## config.mk

```make
export PLATFORM = sky130hd
export DESIGN_NAME = servo_door_scheduler
export DESIGN_NICKNAME = d
export VERILOG_FILES = /design/src/rtl/servo_door_scheduler.sv
export SDC_FILE = /design/constraint.sdc
export NUM_CORES = 1
export LEC_CHECK = 0
export ABC_AREA = 1
export ABC_CLOCK_PERIOD_IN_PS = 2800
export CAP_MARGIN = 10
export CORE_UTILIZATION = 55
export CTS_CLUSTER_DIAMETER = 30
export DETAILED_ROUTE_END_ITERATION = 12
export PLACE_DENSITY_LB_ADDON = 0.2
export SLEW_MARGIN = 5
export SYNTH_ARGS = -nofsm -noshare
export SYNTH_HDL_FRONTEND = slang
export SYNTH_SLANG_ARGS = --single-unit
```

## constraint.sdc

```tcl
create_clock -name clk -period 2.8 [get_ports clk]
set_input_delay 0.56 -clock clk [delete_from_list [all_inputs] [get_ports clk]]
set_output_delay 0.56 -clock clk [all_outputs]
set_load 0.05 [all_outputs]
```

## src/rtl/servo_door_scheduler.sv

```systemverilog
// Door servo sequencer: arbitrates open/close requests and ramps the PWM duty
// command by one slew step per servo frame between the closed and open positions.
module servo_door_scheduler #(
  parameter int unsigned FRAME_CYCLES = 1_000_000,
  parameter int unsigned MIN_DUTY     = 50_000,
  parameter int unsigned MAX_DUTY     = 100_000,
  parameter int unsigned STEP         = 2_500,
  parameter int unsigned HOLD_CYCLES  = 125_000_000,
  parameter int unsigned DUTY_W       = 20
) (
  input  logic              clk,
  input  logic              rst,
  input  logic              open_req,
  input  logic              manual_open,
  input  logic              manual_close,
  input  logic              lock,
  output logic [DUTY_W-1:0] duty,
  output logic [1:0]        state,
  output logic              door_open,
  output logic              moving
);

  localparam logic [1:0] ST_CLOSED  = 2'd0;
  localparam logic [1:0] ST_OPENING = 2'd1;
  localparam logic [1:0] ST_OPEN    = 2'd2;
  localparam logic [1:0] ST_CLOSING = 2'd3;

  localparam int unsigned DX_W    = DUTY_W + 1;
  localparam int unsigned FRAME_W = (FRAME_CYCLES > 1) ? $clog2(FRAME_CYCLES) : 1;
  localparam int unsigned HOLD_W  = (HOLD_CYCLES > 1) ? $clog2(HOLD_CYCLES) : 1;

  localparam logic [FRAME_W-1:0] FRAME_LAST = FRAME_W'(FRAME_CYCLES - 1);
  localparam logic [FRAME_W-1:0] FRAME_ONE  = FRAME_W'(1);
  localparam logic [FRAME_W-1:0] FRAME_ZERO = FRAME_W'(0);
  localparam logic [HOLD_W-1:0]  HOLD_LAST  = HOLD_W'(HOLD_CYCLES - 1);
  localparam logic [HOLD_W-1:0]  HOLD_ONE   = HOLD_W'(1);
  localparam logic [HOLD_W-1:0]  HOLD_ZERO  = HOLD_W'(0);
  localparam logic [DUTY_W-1:0]  MIN_D      = DUTY_W'(MIN_DUTY);
  localparam logic [DUTY_W-1:0]  MAX_D      = DUTY_W'(MAX_DUTY);
  localparam logic [DX_W-1:0]    MIN_X      = DX_W'(MIN_DUTY);
  localparam logic [DX_W-1:0]    MAX_X      = DX_W'(MAX_DUTY);
  localparam logic [DX_W-1:0]    STEP_X     = DX_W'(STEP);

  // One extra bit keeps the sum from wrapping before the clamp is applied.
  function automatic logic [DUTY_W-1:0] step_up(input logic [DUTY_W-1:0] d);
    logic [DX_W-1:0] sum;
    sum = {1'b0, d} + STEP_X;
    if (sum > MAX_X) begin
      step_up = MAX_D;
    end else begin
      step_up = sum[DUTY_W-1:0];
    end
  endfunction

  // A borrow shows up in the top bit and is clamped like any undershoot.
  function automatic logic [DUTY_W-1:0] step_down(input logic [DUTY_W-1:0] d);
    logic [DX_W-1:0] diff;
    diff = {1'b0, d} - STEP_X;
    if (diff[DUTY_W] || (diff < MIN_X)) begin
      step_down = MIN_D;
    end else begin
      step_down = diff[DUTY_W-1:0];
    end
  endfunction

  logic [FRAME_W-1:0] frame_cnt_r;
  logic [HOLD_W-1:0]  hold_r;
  logic [HOLD_W-1:0]  hold_nxt_s;
  logic [DUTY_W-1:0]  duty_r;
  logic [DUTY_W-1:0]  duty_nxt_s;
  logic [DUTY_W-1:0]  up_s;
  logic [DUTY_W-1:0]  down_s;
  logic [1:0]         state_r;
  logic [1:0]         state_nxt_s;
  logic               door_open_r;
  logic               moving_r;
  logic               frame_tick_s;
  logic               open_evt_s;
  logic               close_evt_s;

  assign frame_tick_s = (frame_cnt_r == FRAME_LAST);
  assign up_s         = step_up(duty_r);
  assign down_s       = step_down(duty_r);
  assign close_evt_s  = lock | manual_close;
  assign open_evt_s   = ~lock & ~manual_close & (open_req | manual_open);

  // Free-running servo frame counter.
  always_ff @(posedge clk or posedge rst) begin
    if (rst) begin
      frame_cnt_r <= FRAME_ZERO;
    end else if (frame_tick_s) begin
      frame_cnt_r <= FRAME_ZERO;
    end else begin
      frame_cnt_r <= frame_cnt_r + FRAME_ONE;
    end
  end

  // Next duty: stepping follows the state held before the edge, so a state
  // entered on a tick edge does not step on that edge.
  always_comb begin
    duty_nxt_s = duty_r;
    if (frame_tick_s) begin
      case (state_r)
        ST_OPENING: duty_nxt_s = up_s;
        ST_CLOSING: duty_nxt_s = down_s;
        ST_OPEN:    duty_nxt_s = MAX_D;
        ST_CLOSED:  duty_nxt_s = MIN_D;
        default:    duty_nxt_s = MIN_D;
      endcase
    end else begin
      duty_nxt_s = duty_r;
    end
  end

  // Request arbitration and hold timing; lock and close always beat an open.
  always_comb begin
    state_nxt_s = state_r;
    hold_nxt_s  = HOLD_ZERO;
    case (state_r)
      ST_CLOSED: begin
        if (open_evt_s) begin
          state_nxt_s = ST_OPENING;
        end else begin
          state_nxt_s = ST_CLOSED;
        end
      end
      ST_OPENING: begin
        if (close_evt_s) begin
          state_nxt_s = ST_CLOSING;
        end else if (frame_tick_s && (up_s == MAX_D)) begin
          state_nxt_s = ST_OPEN;
        end else begin
          state_nxt_s = ST_OPENING;
        end
      end
      ST_OPEN: begin
        if (close_evt_s) begin
          state_nxt_s = ST_CLOSING;
        end else if (open_req || manual_open) begin
          state_nxt_s = ST_OPEN;
          hold_nxt_s  = HOLD_ZERO;
        end else if (hold_r == HOLD_LAST) begin
          state_nxt_s = ST_CLOSING;
        end else begin
          state_nxt_s = ST_OPEN;
          hold_nxt_s  = hold_r + HOLD_ONE;
        end
      end
      ST_CLOSING: begin
        if (open_evt_s) begin
          state_nxt_s = ST_OPENING;
        end else if (frame_tick_s && (down_s == MIN_D)) begin
          state_nxt_s = ST_CLOSED;
        end else begin
          state_nxt_s = ST_CLOSING;
        end
      end
      default: begin
        state_nxt_s = ST_CLOSED;
      end
    endcase
  end

  // State, duty and decoded status flags all update on the same edge.
  always_ff @(posedge clk or posedge rst) begin
    if (rst) begin
      state_r     <= ST_CLOSED;
      duty_r      <= MIN_D;
      hold_r      <= HOLD_ZERO;
      door_open_r <= 1'b0;
      moving_r    <= 1'b0;
    end else begin
      state_r     <= state_nxt_s;
      duty_r      <= duty_nxt_s;
      hold_r      <= hold_nxt_s;
      door_open_r <= (state_nxt_s == ST_OPEN);
      moving_r    <= (state_nxt_s == ST_OPENING) || (state_nxt_s == ST_CLOSING);
    end
  end

  assign duty      = duty_r;
  assign state     = state_r;
  assign door_open = door_open_r;
  assign moving    = moving_r;

endmodule

```

==> parameters.txt <==
Parameter                              Value

Global route
  Global router's overall resource usage    between 30% and 40%
  Overflow left after global routing    0
  Maximum number of pins on one net before global-route repair    48
  Wire length of the first global-routing pass    between 20000 and 25000 um
  Antenna violations before repair    0
  Vias in the first global route    5071

Routing
  Initial detailed-routing violation count    398
  Number of design rule violations left after detail routing    0
  Number of detailed-route iterations in the first pass    5
  WL/cell    16.2 um
  Vias per std cell    5.74
  Post-route antenna net violation count    0
  Routed Wire Length    14900 um
  Via count    5283

Layout
  N_diodes    0
  Nets@finish    818
  Cell area after layout    5820 um2
  Layout cells sized above 1    11.5%
  Filler instances    774
  Signed area change from the synthesized netlist to the final layout    17.5%

Synth
  Cell type with the highest aggregate area in the netlist    sky130_fd_sc_hd__dfrtp_1
  Mean instance size in the synthesized netlist    about 6.6 um2
  Top-area cell type share of the netlist area    32.3%
  Post-synthesis cell area    4950 um2
  Proportion of register bits with asynchronous set or reset after synthesis    100%
  Total nets after synthesis    760
  Number of enable flip-flop cells after synthesis    0
  Synth area leaders    sky130_fd_sc_hd__dfrtp_1 32%, sky130_fd_sc_hd__nand2_1 14%, sky130_fd_sc_hd__nand3_1 8.6%, sky130_fd_sc_hd__inv_1 8.3%, sky130_fd_sc_hd__nor2_1 6.4%
  Count of different cell masters after synthesis    42
  Cell count after synthesis    749
  Yosys Warn Count    0
  Sequential share of the synthesized area    35.5%
  Synth Register Bits    70
  Prevailing post-synth register cell    sky130_fd_sc_hd__dfrtp_1

Setup path
  Startpoint of the most critical register-to-register path    duty[10]$_DFFE_PP0N_
  Type of element capturing the critical path    register
  Critical path, cell by cell    buf_4, nor2_4, nand2_1, nor2_1, nand3_1, nand2_1, nand2_1, nand2_1, nand2_1, nor2_1, nand2_1, o31ai_2, nand3_1, nand2_1, nand3_1, and2_1
  Largest stage delay on the critical path    0.48 ns
  CP startpoint kind    register
  Slowest CP cell    sky130_fd_sc_hd__dfrtp_1
  Register-to-Register Setup Slack    0.13 ns
  Setup crit end    moving$_DFF_PP0_
  Worst reg2reg path depth    16
  Endpoint of the worst-slack reg-to-reg timing path    moving$_DFF_PP0_
  CP startpoint    duty[10]$_DFFE_PP0N_
  Arrival time worst endpoint    2.91 ns
  Buffers and inverters on the worst path    1
  Critical path's most frequent cell    sky130_fd_sc_hd__nand2_1
  Crit path depth    16
  Dominant delay contributor by cell family on the critical path    simple AND/OR/NAND/NOR gates
  Endpoint required time on the critical path    3.04 ns
  Worst setup path category    reg -> reg
  Biggest fanout along the worst timing path    6

Clock tree
  Number of buffers inserted during clock tree synthesis    9
  Total number of clock tree sinks    70
  Clock Root Buffer    sky130_fd_sc_hd__clkbuf_8
  CTS H-tree lvls    3
  Clock tree from TritonCTS    yes
  Number of buffers on the longest clock path    2
  Clock input transition at the sequential cells of the worst setup and hold paths    0.09 ns
  Clock latency of the later-clocked register in the worst-skew pair    0.36 ns
  Number of hold buffers added after CTS    0

Pwr
  Peak supply drop    0.428 mV
  Pint    0.00158 W
  Net switching share of the total power    approximately 33%
  Combinational group share of total power    a little under a fifth
  Sw Pwr    a little under 0.0008 W
  Power density cells    405 nW/um2
  Clock power frac    around 36%
  Cell leakage power    2.75 nW
  Reg power frac    45.2%

Placement
  Gpl congestion    between 1 and 1.5
  Area after detailed placement    around 5500 um2
  Post-detailed-placement half-perimeter wirelength    11200 um
  Quantity of I/O buffers inserted on ports    29

STA
  Peak clock frequency supported by timing    0.375 GHz
  Hold Vio Cnt, Final    0
  Share of the clock period used by the worst path after layout    a little over nine tenths
  Remaining max-slew budget at the tightest pin    between 60% and 70%
  Min Tclk post-route    2.67 ns
  Fin Clk Skew    0.0134 ns
  Final-report setup violation count    0
  Max-slew violations    0
  Transition time of the tightest slew-check pin    0.572 ns
  Hold slack final    0.475 ns

Worst hold path
  Worst hold-check path type    reg -> reg

Floorplanning
  Die area    9390 um2
  Die extent in y    96.9 um
  Die W    96.9 um
  Row count    34
  Core ar.    a little under 9000 um2
  Starting density of the core    56.8%
  Top-Level Pins    30

Flow run
  Max-cap viol count    0

Outcome
  Status    completed
[Yosys cell counts (4+ instances only)]
cell type,count
sky130_fd_sc_hd__nor2_1,84
sky130_fd_sc_hd__a31oi_1,10
sky130_fd_sc_hd__o21ai_0,24
sky130_fd_sc_hd__clkbuf_1,6
sky130_fd_sc_hd__dfstp_2,6
sky130_fd_sc_hd__nand3_1,85
sky130_fd_sc_hd__nand2_2,4
sky130_fd_sc_hd__nand4_1,22
sky130_fd_sc_hd__buf_2,5
sky130_fd_sc_hd__xnor2_1,5
sky130_fd_sc_hd__inv_2,6
sky130_fd_sc_hd__nor3b_1,4
sky130_fd_sc_hd__a21oi_1,32
sky130_fd_sc_hd__dfrtp_1,64
sky130_fd_sc_hd__a211oi_1,4
sky130_fd_sc_hd__inv_1,109
sky130_fd_sc_hd__nand2_1,188
sky130_fd_sc_hd__ha_1,5
sky130_fd_sc_hd__xor2_1,11
sky130_fd_sc_hd__nor2_2,7
sky130_fd_sc_hd__nor4_1,13
sky130_fd_sc_hd__nor3_1,22
[flip-flops by register name, summed over array words and instances (netlist names)]
signal       cells
state            1
moving           1
hold_r          27
frame_cnt_r     20
duty            20
door_open        1
[power by group through the flow]
stage          registers, W  clock network, W  logic, W
2_1_floorplan       0.00115                 0  0.000240
3_3_place_gp        0.00108                 0  0.000445
3_5_place_dp        0.00109                 0  0.000443
4_1_cts             0.00107          0.000867  0.000445
5_1_grt             0.00107          0.000902  0.000483
6_report            0.00107          0.000843  0.000448
[kinds of logic (layout without fill, tap and decap cells)]
logic type,after synthesis,count (layout),synth area share (%)
XOR/XNOR,16,16,2.83
AND/OR/NAND/NOR,444,444,40.2
flip-flops,70,70,35.5
buffers and inverters,130,193,10.2
adder cells (fa/ha/maj),5,5,1.26
AO/OA/AOI/OAI,84,84,9.93
[cell type report]
class	instances	area (um2)	share of cell area, %
multi-input cells	549	2750	47.2
inverters	115	432	7.42
clock inverters	7	72.6	1.25
well taps	108	135	2.32
clock buffers	9	124	2.13
flip-flops and latches	70	1760	30.3
repair buffers	62	551	9.46
[metal layers]
metal / wire [um] / share of wire [%] / up-vias / GRT usage (%)
met2: 6700 / 45 / 255 / 50.7
met1: 6510 / 44 / 2422 / 44.3
met3: 1240 / 8.3 / 42 / 6.36
met4: 446 / 3.0 / 0 / 13.5
li1: - / - / 2564 / -
met5: 0 / 0 / - / 0
[repair_timing]
action | in CTS | in global routing
buffers inserted | 0 | 5
endpoints found under the setup margin | 0 | 20
resized for setup | 0 | 15
[metrics by stage]
stage	util, %	worst slack, ns	std cells	setup TNS [ns]	power, W
2_1_floorplan	-	0.141	749	0	0.00139
3_3_place_gp	63.4	0.0948	899	0	0.00153
3_5_place_dp	63.4	0.0711	899	0	0.00153
4_1_cts	65.6	0.0321	915	0	0.00238
5_1_grt	66.7	-0.0147	920	-0.0356	0.00245
6_report	66.7	0.131	920	0	0.00236
[placed cells by master (no fill, tap or decap), drive strengths merged, types with 2 or more instances in the layout]
cell / instances
buf: 33
o211ai: 2
nor4: 13
o32ai: 2
dfrtp: 64
nor3: 22
xnor2: 5
nand3b: 3
dfstp: 6
and2: 3
a31oi: 10
clkinvlp: 2
a21oi: 33
inv: 116
ha: 5
clkbuf: 9
xor2: 11
nand4: 22
clkdlybuf4s50: 29
nand2: 192
nand3: 87
a211oi: 4
and3: 3
o31ai: 2
clkinv: 3
nor2: 93
o21ai: 25
nor3b: 4
[how the worst min path moves through the flow]
| stage | from | to | slack (ns) | cells after the start |
|---|---|---|---|---|
| 3_3_place_gp | hold_r[0]$_DFF_PP0_ | hold_r[0]$_DFF_PP0_ | 0.44 | 1 |
| 5_1_grt | hold_r[0]$_DFF_PP0_ | hold_r[0]$_DFF_PP0_ | 0.49 | 1 |
| 4_1_cts | frame_cnt_r[0]$_DFF_PP0_ | frame_cnt_r[0]$_DFF_PP0_ | 0.48 | 1 |
| 3_5_place_dp | hold_r[0]$_DFF_PP0_ | hold_r[0]$_DFF_PP0_ | 0.47 | 1 |
| 6_report | hold_r[0]$_DFF_PP0_ | hold_r[0]$_DFF_PP0_ | 0.48 | 1 |
| 2_1_floorplan | hold_r[0]$_DFF_PP0_ | hold_r[0]$_DFF_PP0_ | 0.43 | 1 |
(Power assumes the default switching activity.)
